File: src/rtl/axi_burst_addr_seq.sv
// AXI burst address sequencer: turns one FIXED/INCR/WRAP command into per-beat address/strobe.
// Optional macro AXI_SEQ_4KB_CHECK_EN rejects INCR bursts that cross a 4KB page.
module axi_burst_addr_seq #(
    parameter int unsigned DATA_WIDTH = 32,
    parameter int unsigned ADDR_WIDTH = 16
) (
    input  logic                    ACLK,
    input  logic                    ARESET,
    input  logic                    cmd_valid,
    output logic                    cmd_ready,
    input  logic [ADDR_WIDTH-1:0]   cmd_addr,
    input  logic [7:0]              cmd_len,
    input  logic [2:0]              cmd_size,
    input  logic [1:0]              cmd_burst,
    output logic                    cmd_err,
    output logic                    beat_valid,
    input  logic                    beat_ready,
    output logic [ADDR_WIDTH-1:0]   beat_addr,
    output logic [DATA_WIDTH/8-1:0] beat_strb,
    output logic [7:0]              beat_num,
    output logic                    beat_last
);

    localparam int unsigned STRB_W = DATA_WIDTH / 8;
    localparam int unsigned LANE_W = (STRB_W > 1) ? $clog2(STRB_W) : 1;

    localparam logic [1:0] BurstFixed = 2'b00;
    localparam logic [1:0] BurstIncr  = 2'b01;
    localparam logic [1:0] BurstWrap  = 2'b10;

    typedef enum logic [0:0] {StIdle, StBurst} state_e;

    state_e                  state_q, state_d;
    logic                    cmd_ready_q, cmd_ready_d;
    logic                    cmd_err_q, cmd_err_d;
    logic [ADDR_WIDTH-1:0]   beat_addr_q, beat_addr_d;
    logic [STRB_W-1:0]       beat_strb_q, beat_strb_d;
    logic [7:0]              beat_num_q, beat_num_d;
    logic                    beat_last_q, beat_last_d;
    logic [7:0]              len_q, len_d;
    logic [2:0]              size_q, size_d;
    logic [1:0]              burst_q, burst_d;
    logic [ADDR_WIDTH-1:0]   wrap_lo_q, wrap_lo_d;
    logic [ADDR_WIDTH-1:0]   wrap_hi_q, wrap_hi_d;

    logic [ADDR_WIDTH-1:0]   bytes_a, beats_a, total_a, aligned_a;
    logic [ADDR_WIDTH-1:0]   cur_bytes, incr_a, next_a;
    logic                    size_bad, wrap_len_ok, cmd_illegal;
`ifdef AXI_SEQ_4KB_CHECK_EN
    logic [ADDR_WIDTH-1:0]   last_byte_a;
`endif

    // Lanes from the byte offset up to the end of the size-aligned beat window.
    function automatic logic [STRB_W-1:0] calc_strb(input logic [ADDR_WIDTH-1:0] addr,
                                                    input logic [2:0] size);
        int unsigned nb, lo, hi;
        logic [STRB_W-1:0] strb;
        nb = 32'd1 << size;
        lo = 32'(addr[LANE_W-1:0]) & (STRB_W - 1);
        hi = (lo & ~(nb - 1)) + nb - 1;
        strb = '0;
        for (int unsigned i = 0; i < STRB_W; i++) begin
            strb[i] = (i >= lo) && (i <= hi);
        end
        return strb;
    endfunction

    always_comb begin
        bytes_a     = ADDR_WIDTH'(1) << cmd_size;
        beats_a     = ADDR_WIDTH'(cmd_len) + ADDR_WIDTH'(1);
        total_a     = bytes_a * beats_a;
        aligned_a   = cmd_addr & ~(bytes_a - ADDR_WIDTH'(1));
        size_bad    = (32'd1 << cmd_size) > STRB_W;
        wrap_len_ok = (cmd_len == 8'd1) || (cmd_len == 8'd3) || (cmd_len == 8'd7) ||
                      (cmd_len == 8'd15);
        cmd_illegal = (cmd_burst == 2'b11) || size_bad ||
                      ((cmd_burst == BurstWrap) &&
                       (!wrap_len_ok || ((cmd_addr & (bytes_a - ADDR_WIDTH'(1))) != '0)));
`ifdef AXI_SEQ_4KB_CHECK_EN
        last_byte_a = aligned_a + total_a - ADDR_WIDTH'(1);
        if ((cmd_burst == BurstIncr) &&
            (last_byte_a[ADDR_WIDTH-1:12] != cmd_addr[ADDR_WIDTH-1:12])) begin
            cmd_illegal = 1'b1;
        end
`endif
    end

    always_comb begin
        cur_bytes = ADDR_WIDTH'(1) << size_q;
        incr_a    = (beat_addr_q & ~(cur_bytes - ADDR_WIDTH'(1))) + cur_bytes;
        case (burst_q)
            BurstFixed: next_a = beat_addr_q;
            BurstWrap:  next_a = (incr_a == wrap_hi_q) ? wrap_lo_q : incr_a;
            default:    next_a = incr_a;
        endcase
    end

    always_comb begin
        state_d     = state_q;
        cmd_ready_d = cmd_ready_q;
        cmd_err_d   = 1'b0;
        beat_addr_d = beat_addr_q;
        beat_strb_d = beat_strb_q;
        beat_num_d  = beat_num_q;
        beat_last_d = beat_last_q;
        len_d       = len_q;
        size_d      = size_q;
        burst_d     = burst_q;
        wrap_lo_d   = wrap_lo_q;
        wrap_hi_d   = wrap_hi_q;
        case (state_q)
            StIdle: begin
                cmd_ready_d = 1'b1;
                if (cmd_valid && cmd_ready_q) begin
                    if (cmd_illegal) begin
                        cmd_err_d = 1'b1;
                    end else begin
                        state_d     = StBurst;
                        cmd_ready_d = 1'b0;
                        beat_addr_d = cmd_addr;
                        beat_strb_d = calc_strb(cmd_addr, cmd_size);
                        beat_num_d  = 8'd0;
                        beat_last_d = (cmd_len == 8'd0);
                        len_d       = cmd_len;
                        size_d      = cmd_size;
                        burst_d     = cmd_burst;
                        wrap_lo_d   = cmd_addr & ~(total_a - ADDR_WIDTH'(1));
                        wrap_hi_d   = (cmd_addr & ~(total_a - ADDR_WIDTH'(1))) + total_a;
                    end
                end
            end
            StBurst: begin
                if (beat_ready) begin
                    if (beat_last_q) begin
                        // cmd_ready returns one cycle later, so no same-cycle accept
                        state_d     = StIdle;
                        beat_last_d = 1'b0;
                    end else begin
                        beat_addr_d = next_a;
                        beat_strb_d = calc_strb(next_a, size_q);
                        beat_num_d  = beat_num_q + 8'd1;
                        beat_last_d = ((beat_num_q + 8'd1) == len_q);
                    end
                end
            end
            default: state_d = StIdle;
        endcase
    end

    always_ff @(posedge ACLK or posedge ARESET) begin
        if (ARESET) begin
            state_q     <= StIdle;
            cmd_ready_q <= 1'b0;
            cmd_err_q   <= 1'b0;
            beat_addr_q <= '0;
            beat_strb_q <= '0;
            beat_num_q  <= '0;
            beat_last_q <= 1'b0;
            len_q       <= '0;
            size_q      <= '0;
            burst_q     <= '0;
            wrap_lo_q   <= '0;
            wrap_hi_q   <= '0;
        end else begin
            state_q     <= state_d;
            cmd_ready_q <= cmd_ready_d;
            cmd_err_q   <= cmd_err_d;
            beat_addr_q <= beat_addr_d;
            beat_strb_q <= beat_strb_d;
            beat_num_q  <= beat_num_d;
            beat_last_q <= beat_last_d;
            len_q       <= len_d;
            size_q      <= size_d;
            burst_q     <= burst_d;
            wrap_lo_q   <= wrap_lo_d;
            wrap_hi_q   <= wrap_hi_d;
        end
    end

    assign cmd_ready  = cmd_ready_q;
    assign cmd_err    = cmd_err_q;
    assign beat_valid = (state_q == StBurst);
    assign beat_addr  = beat_addr_q;
    assign beat_strb  = beat_strb_q;
    assign beat_num   = beat_num_q;
    assign beat_last  = beat_last_q;

endmodule

File: config.mk
export PLATFORM = sky130hd
export DESIGN_NAME = axi_burst_addr_seq
export DESIGN_NICKNAME = d
export VERILOG_FILES = /design/src/rtl/axi_burst_addr_seq.sv
export SDC_FILE = /design/constraint.sdc
export NUM_CORES = 1
export LEC_CHECK = 0
export CAP_MARGIN = 5
export CORE_UTILIZATION = 56
export CTS_CLUSTER_DIAMETER = 60
export DETAILED_ROUTE_END_ITERATION = 12
export GPL_ROUTABILITY_DRIVEN = 1
export PLACE_DENSITY = 0.79
export SETUP_SLACK_MARGIN = 0.3
export SYNTH_ARGS = -nofsm -noshare
export SYNTH_HDL_FRONTEND = slang
export SYNTH_SLANG_ARGS = --single-unit
export TNS_END_PERCENT = 10
File: constraint.sdc
create_clock -name ACLK -period 6.7 [get_ports ACLK]
set_input_delay 1.005 -clock ACLK [delete_from_list [all_inputs] [get_ports ACLK]]
set_output_delay 1.005 -clock ACLK [all_outputs]
set_load 0.02 [all_outputs]
==> metrics.log, run 1 <==
INFO  metric clock_tree_from_tritoncts = built
INFO  metric slew_violations = 0
INFO  metric root_buffer = clkbuf_16
INFO  metric fraction_of_layout_cells_with_a_size_suffix_above_1 = 29.1%
INFO  metric finalWirelength = 31700 um
INFO  metric grt_pass1_wl = 49600 um
INFO  metric syn-cell-area = 9740 um2
INFO  metric viasPerCell = 6.10
INFO  metric design.die.area = 17900 um2
INFO  metric post-route-period-util = 105%
INFO  metric finalCriticalPeriod = 7030 ps
INFO  metric drt_first_pass_iters = 6
INFO  metric layout.cells.non_filler = 1686
INFO  metric fin_ws = -326 ps
INFO  metric first_global_vias = 10200
INFO  metric violations = setup timing
INFO  metric grt_remaining_overflow = 0
INFO  metric core-area = 16800 um2
INFO  metric worst_r2r_path_depth = 38
INFO  metric iter_0_drt_violations = 942
INFO  metric min-delay-start = wrap_lo_q[0]
INFO  metric die_width = 134 um
INFO  metric dpl.cell_count = 1639
INFO  metric relSlewSlack = 32.5%
INFO  metric synth.top_cell.area_share = 19.8%
INFO  metric most_used_flip_flop_cell_after_synthesis = dfrtp_1
INFO  metric synth_nets = 1357
INFO  metric yosysSeqAreaShare = 19.8%
INFO  metric dpl_cell_area = 12300 um2
INFO  metric initial_utilization = 58.1%
INFO  metric synth_common_cells = nor2_1, nand2_1, inv_1, ha_1, dfrtp_1
INFO  metric synthesis.area_per_instance = 8.12 um2
INFO  metric post-synth-top-count-cell = nor2_1
INFO  metric synth_seq_cells = 77
INFO  metric post_synth_num_cell_types = 86
INFO  metric critical_path_class = input port to flop
INFO  metric synth_top_cells_by_area = dfrtp_1, ha_1, fa_1
INFO  metric crit_fanout = 7
INFO  metric cp_data_arrival_time = 7260 ps
INFO  metric async_flop_share = 100%
INFO  metric vias = 10300
INFO  metric gp_congestion = 0.978
INFO  metric number_of_synthesized_flops_with_an_enable_pin = 0
INFO  metric grt_max_degree = 78
INFO  metric cp_max_stage_delay = 550 ps
INFO  metric cp.required = 6930 ps
INFO  metric max-clock-path-buffers = 2
INFO  metric regToRegStartpoint = size_q[0]
INFO  metric p_leak = 6.15 nW
INFO  metric post-route-cell-area = 13300 um2
INFO  metric synth_top_cell_by_area = dfrtp_1
INFO  metric dieHeight = 134 um
INFO  metric numCtsBuffers = 9
INFO  metric wl_per_cell = 18.8 um
INFO  metric yosys_warnings = 0
INFO  metric grt_antenna_before_repair = 0
INFO  metric clk_latency = 340 ps
INFO  metric critical_path.endpoint_type = flop
INFO  metric detailedPlacementHpwl = 23200 um
INFO  metric result_of_the_run = finished with violations
INFO  metric area_growth = 36.5%
INFO  metric worst_ir_drop_vdd = 374 uV
INFO  metric design.final.nets = 1618
INFO  metric crit_path_top_cell_by_count = buf_4
INFO  metric cts_hold_buffers = 0
INFO  metric drtAntennaViolNets = 0
INFO  metric critical_path.startpoint_type = input port
INFO  metric hold_path.class = flop to flop
INFO  metric regToRegSetupSlack = -260 ps
INFO  metric worst_hold_path_endpoint = wrap_lo_q[0]
INFO  metric fin_worst_skew = 7.89 ps
INFO  metric antenna-diode-count = 0
INFO  metric clk_transition_reported_paths = 70 ps
INFO  metric rsz_0062_raised_after_global_routing = true
INFO  metric timing_worst_slew_pin_value = 1010 ps
INFO  metric drc = 0
INFO  metric io_pins = 65
INFO  metric clock_sinks = 77
INFO  metric numPortBuffers = 64
INFO  metric achievable-frequency = 142 MHz
INFO  metric power.density_cell_area = 382 nW/um2
INFO  metric setup_violations = 8
INFO  metric critical_path.reg2reg.endpoint = beat_strb[1]
INFO  metric slowest_stage = fa_1
INFO  metric finalHoldViolCount = 0
INFO  metric hold_path_depth = 1
INFO  metric postSynthCellCount = 1200
INFO  metric grt_util_all_layers = 34.8%
INFO  metric rows = 47
INFO  metric drv.max_cap_violation_count = 0
INFO  metric htree_levels = 3
## state kept, by name, indices dropped and copies added, names as in the netlist
name / count
beat_addr: 16
wrap_hi_q: 16
wrap_lo_q: 16
beat_num: 8
len_q: 8
beat_strb: 4
size_q: 3
burst_q: 2
beat_last: 1
beat_valid: 1
cmd_err: 1
cmd_ready: 1
## how the worst max path moves through the flow
stage           startpoint            end  slack (ps)
2_1_floorplan  cmd_size[1]  wrap_hi_q[13]        -210
3_3_place_gp    cmd_len[1]  wrap_hi_q[13]        -820
3_5_place_dp    cmd_len[1]  wrap_hi_q[13]        -960
4_1_cts          size_q[1]   beat_strb[3]        -210
5_1_grt          size_q[0]   beat_strb[3]        -560
6_report       cmd_size[2]  wrap_hi_q[13]        -330
## worst max-delay path: cells and delay by family
kind	cells	cell delay [ps]
AO/OA/AOI/OAI	6	1160
buffers and inverters	6	820
XOR/XNOR	2	320
AND/OR/NAND/NOR	8	1430
adder cells (fa/ha/maj)	6	2260
multiplexers	1	260
## what timing repair did
| action | in CTS | in global routing |
|---|---|---|
| gates resized for setup | 87 | 41 |
| gates cloned | 0 | 0 |
| pin swaps | 54 | 38 |
| setup endpoints to repair | 16 | 15 |
| buffers inserted | 22 | 9 |
## per-layer routing
layer  track usage, %  routed length [um]
met5                0                   0
met1             42.9               12300
met2             59.2               15600
met4             17.2                1420
met3             5.18                2380
## cells by family after synthesis
family,share of synthesized area [%]
mux,4.08
fa+ha+maj,19.4
simple gates,20.7
buf+inv,6.24
flops,19.8
compound gates,20.6
xor+xnor,9.24
## metrics by stage
step	power, mW	setup TNS, ps	hold WS, ps	setup WS, ps	utilization (%)
3_5_place_dp	3.97	-8340	499	-965	73.5
4_1_cts	4.81	-866	513	-206	78.1
3_3_place_gp	3.87	-6680	487	-823	73.5
5_1_grt	5.35	-3800	537	-557	79.3
6_report	5.07	-1530	519	-326	79.3
2_1_floorplan	2.80	-911	457	-214	-
## cell usage in the layout (no fill, tap or decap), types with 6 or more instances in the layout
cell type / instances
fa_1: 42
buf_4: 231
ha_1: 66
and2_1: 15
a211oi_1: 10
nand2_1: 117
nor3_1: 13
o21bai_1: 9
o21a_1: 9
o211ai_1: 14
a31o_2: 11
o21ai_0: 43
nor2_1: 124
nand2b_1: 7
inv_1: 91
buf_6: 10
clkdlybuf4s50_1: 55
nand2_2: 7
inv_2: 7
xnor2_1: 54
o31ai_1: 19
mux2i_1: 7
nand4_1: 13
and3_1: 11
ha_4: 9
a21o_1: 18
nand3_1: 35
xor2_1: 29
clkbuf_16: 9
nor3_2: 6
and2_4: 7
a21oi_2: 6
mux2_2: 25
nor2b_1: 7
nor4_1: 6
o21ai_1: 6
dfrtp_1: 77
a21oi_1: 56
## area by class of cell
type	instances	area [um2]
multi-input cells	963	7920
clock inverters	7	82.6
repair buffers	305	2460
inverters	105	400
clock buffers	9	225
well taps	220	275
fillers	1053	3470
flip-flops and latches	77	1930
## power breakdown
group,switching (mW),leakage (nW),internal [mW]
combinational,1.88,5.05,1.75
sequential,0.268,0.955,0.665
clock,0.221,0.145,0.295
No activity file was read; power rests on OpenSTA's default activity.
==> inputs of run 2 (changes only) <==
==> constraint.sdc (replaced) <==
create_clock -name ACLK -period 6.7 [get_ports ACLK]
set_input_delay 1.34 -clock ACLK [delete_from_list [all_inputs] [get_ports ACLK]]
set_output_delay 1.34 -clock ACLK [all_outputs]
set_load 0.02 [all_outputs]
==> metrics.log, run 2 (synthesized netlist as in run 1, its figures left out) <==
INFO  metric critical_path_class = input port to flop
INFO  metric drc = 0 (unchanged)
INFO  metric vias = 10200 (-0.69%)
INFO  metric die_width = 134 um (unchanged)
INFO  metric root_buffer = clkbuf_16
INFO  metric wl_per_cell = 18.6 um (-1.1%)
INFO  metric dieHeight = 134 um (unchanged)
INFO  metric antenna-diode-count = 0 (unchanged)
INFO  metric viasPerCell = 6.10 (about the same)
INFO  metric critical_path.endpoint_type = flop
INFO  metric final_cell_mix = buf_4, nor2_1, nand2_1, inv_1, dfrtp_1
INFO  metric power.density_cell_area = 365 nW/um2 (-4.3%)
INFO  metric post-route-period-util = 108% (+2.7 points)
INFO  metric switching_share = 46.4% (-0.19 points)
INFO  metric final_util = 78.6% (-0.71 points)
INFO  metric worst_ir_drop_vdd = 358 uV (-4.2%)
INFO  metric grt_max_degree = 78 (unchanged)
INFO  metric fin_ws = -508 ps (-181 ps)
INFO  metric finalHoldViolCount = 0 (unchanged)
INFO  metric relSlewSlack = 32.0% (-0.50 points)
INFO  metric setup_violations = 9 (+1)
INFO  metric drt_first_pass_iters = 8 (+2)
INFO  metric slew_violations = 0 (unchanged)
INFO  metric clock_tree_from_tritoncts = built
INFO  metric grt_remaining_overflow = 0 (unchanged)
INFO  metric critical_path.startpoint_type = input port
INFO  metric clock_sinks = 77 (unchanged)
INFO  metric area_growth = 35.2%
INFO  metric design.final.nets = 1606 (-0.74%)
INFO  metric hold_path.class = flop to flop
INFO  metric result_of_the_run = finished with violations
INFO  metric drtAntennaViolNets = 0 (unchanged)
INFO  metric power_report.internal_total = 2.58 mW (-4.8%)
INFO  metric finalWirelength = 31100 um (-1.8%)
INFO  metric crit_fanout = 5 (-2)
INFO  metric achievable-frequency = 139 MHz (-2.5%)
INFO  metric grt_antenna_before_repair = 0 (unchanged)
INFO  metric first_global_vias = 10100 (-1.3%)
INFO  metric core-area = 16800 um2 (unchanged)
INFO  metric violations = setup timing
INFO  metric timing_worst_slew_pin_value = 1020 ps (+7.49 ps)
INFO  metric initial_utilization = 58.1% (unchanged)
INFO  metric cp.required = 6930 ps (about the same)
INFO  metric detailedPlacementHpwl = 23200 um (+0.13%)
INFO  metric seqPwrFrac = 19.6% (+1.2 points)
INFO  metric rsz_0062_raised_after_global_routing = true
INFO  metric drv.max_cap_violation_count = 0 (unchanged)
INFO  metric fraction_of_layout_cells_with_a_size_suffix_above_1 = 28.7% (-0.38 points)
INFO  metric clk_latency = 340 ps (about the same)
INFO  metric dpl.cell_count = 1640 (+0.061%)
INFO  metric finalCriticalPeriod = 7210 ps (+181 ps)
INFO  metric setup_tns = -2500 ps (-973 ps)
INFO  metric p_leak = 6.06 nW (-1.4%)
INFO  metric layout.cells.non_filler = 1674 (-0.71%)
INFO  metric rows = 47 (unchanged)
INFO  metric final_common_cell = buf_4
INFO  metric switching_power = 2.23 mW (-5.6%)
INFO  metric max-clock-path-buffers = 2 (unchanged)
INFO  metric htree_levels = 3 (unchanged)
INFO  metric fin_worst_skew = 10.5 ps (+2.63 ps)
INFO  metric gp_congestion = 0.960 (-1.9%)
INFO  metric design.die.area = 17900 um2 (unchanged)
INFO  metric grt_pass1_wl = 49200 um (-0.78%)
INFO  metric combPwrFrac = 69.1% (-2.3 points)
INFO  metric cp_data_arrival_time = 7430 ps (+170 ps)
INFO  metric numCtsBuffers = 9 (unchanged)
INFO  metric numPortBuffers = 64 (unchanged)
INFO  metric clk_transition_reported_paths = 70 ps (about the same)
INFO  metric cts_hold_buffers = 0 (unchanged)
INFO  metric io_pins = 65 (unchanged)
INFO  metric grt_util_all_layers = 34.3% (-0.48 points)
INFO  metric clkPwrFrac = 11.4% (+1.2 points)
INFO  metric iter_0_drt_violations = 923 (-2.0%)
-- run 2: cell types whose count changed in the layout (fill, tap and decap cells not counted), moves of 2 or more --
cell,previous run,this run
a41oi_2,0,2
buf_4,231,220
ha_1,66,64
ha_4,9,12
inv_1,91,88
inv_2,7,10
nor2_1,124,122
nor2_2,5,8
nor3_1,13,15
o21ai_0,43,45
o21ai_2,4,2
-- run 2: final timing paths --
kind | from | cells past startpoint | to | slack [ps]
setup / recovery | cmd_len[1] | 26 | wrap_hi_q[13] | -510
hold / removal | beat_strb[0] | 2 | beat_strb[0] | 480
setup reg to reg | size_q[0] | 34 | beat_strb[3] | -360
hold reg to reg | beat_strb[0] | 2 | beat_strb[0] | 480
max in group asynchronous | ARESET | 3 | wrap_lo_q[8] | 4380
min in group asynchronous | ARESET | 3 | beat_strb[0] | 1630
-- run 2: area by class of cell --
class | count | area, um2
clock buffer | 9 | 225
clock inverter | 7 | 105
fill | 1088 | 3590
inverter | 105 | 400
multi-input combinational | 963 | 7860
sequential | 77 | 1930
tap | 220 | 275
timing repair buffer | 293 | 2380
-- run 2: worst max-delay path, stage by stage --
cell      delay [ps]
buf_8            110
ha_4             180
xor2_4           250
buf_4            170
and2_1           140
fa_1             450
fa_1             580
ha_4             220
fa_1             560
ha_2             320
xor2_4           200
or4_4            450
a21oi_2          130
and3b_2          240
ha_4             280
nand2_1           70
nor2_2           130
nor3_2            60
o221a_2          290
o32ai_4          360
o31ai_2          110
a21boi_2         170
o22ai_1           80
and2_4           170
xnor2_2          120
mux2_4           260
-- run 2: per-stage QoR --
step | instance area (um2) | hold WS [ps] | setup WS (ps) | power (mW)
6_report | 13200 | 484 | -508 | 4.81
5_1_grt | 13200 | 498 | -705 | 5.10
4_1_cts | 13000 | 490 | -379 | 4.64
3_5_place_dp | 12300 | 475 | -1310 | 3.89
3_3_place_gp | 12300 | 470 | -1160 | 3.80
2_1_floorplan | 10100 | 457 | -549 | 2.79
-- run 2: power by group through the flow --
| stage | clock network, mW | logic (mW) | registers (mW) |
|---|---|---|---|
| after floorplan | 0 | 1.89 | 0.897 |
| after global placement | 0 | 2.88 | 0.916 |
| after detailed placement | 0 | 2.96 | 0.925 |
| after CTS | 0.548 | 3.17 | 0.921 |
| after global routing | 0.564 | 3.58 | 0.960 |
| final | 0.547 | 3.32 | 0.940 |
-- run 2: timing repair --
item / CTS / global route
resized for setup: 107 / 30
buffers inserted: 14 / 4
endpoints found under the setup margin: 19 / 15
gates cloned: 0 / 0
pin swaps: 63 / 43
-- run 2: per-layer routing --
layer	global-route usage [%]	wire (um)	part of all wire, %	up-vias
li1	-	-	-	4719
met1	43.7	12300	40	4931
met2	60.1	15600	50	472
met3	3.10	2150	6.9	94
met4	12.9	1060	3.4	0
met5	0	0	0	-
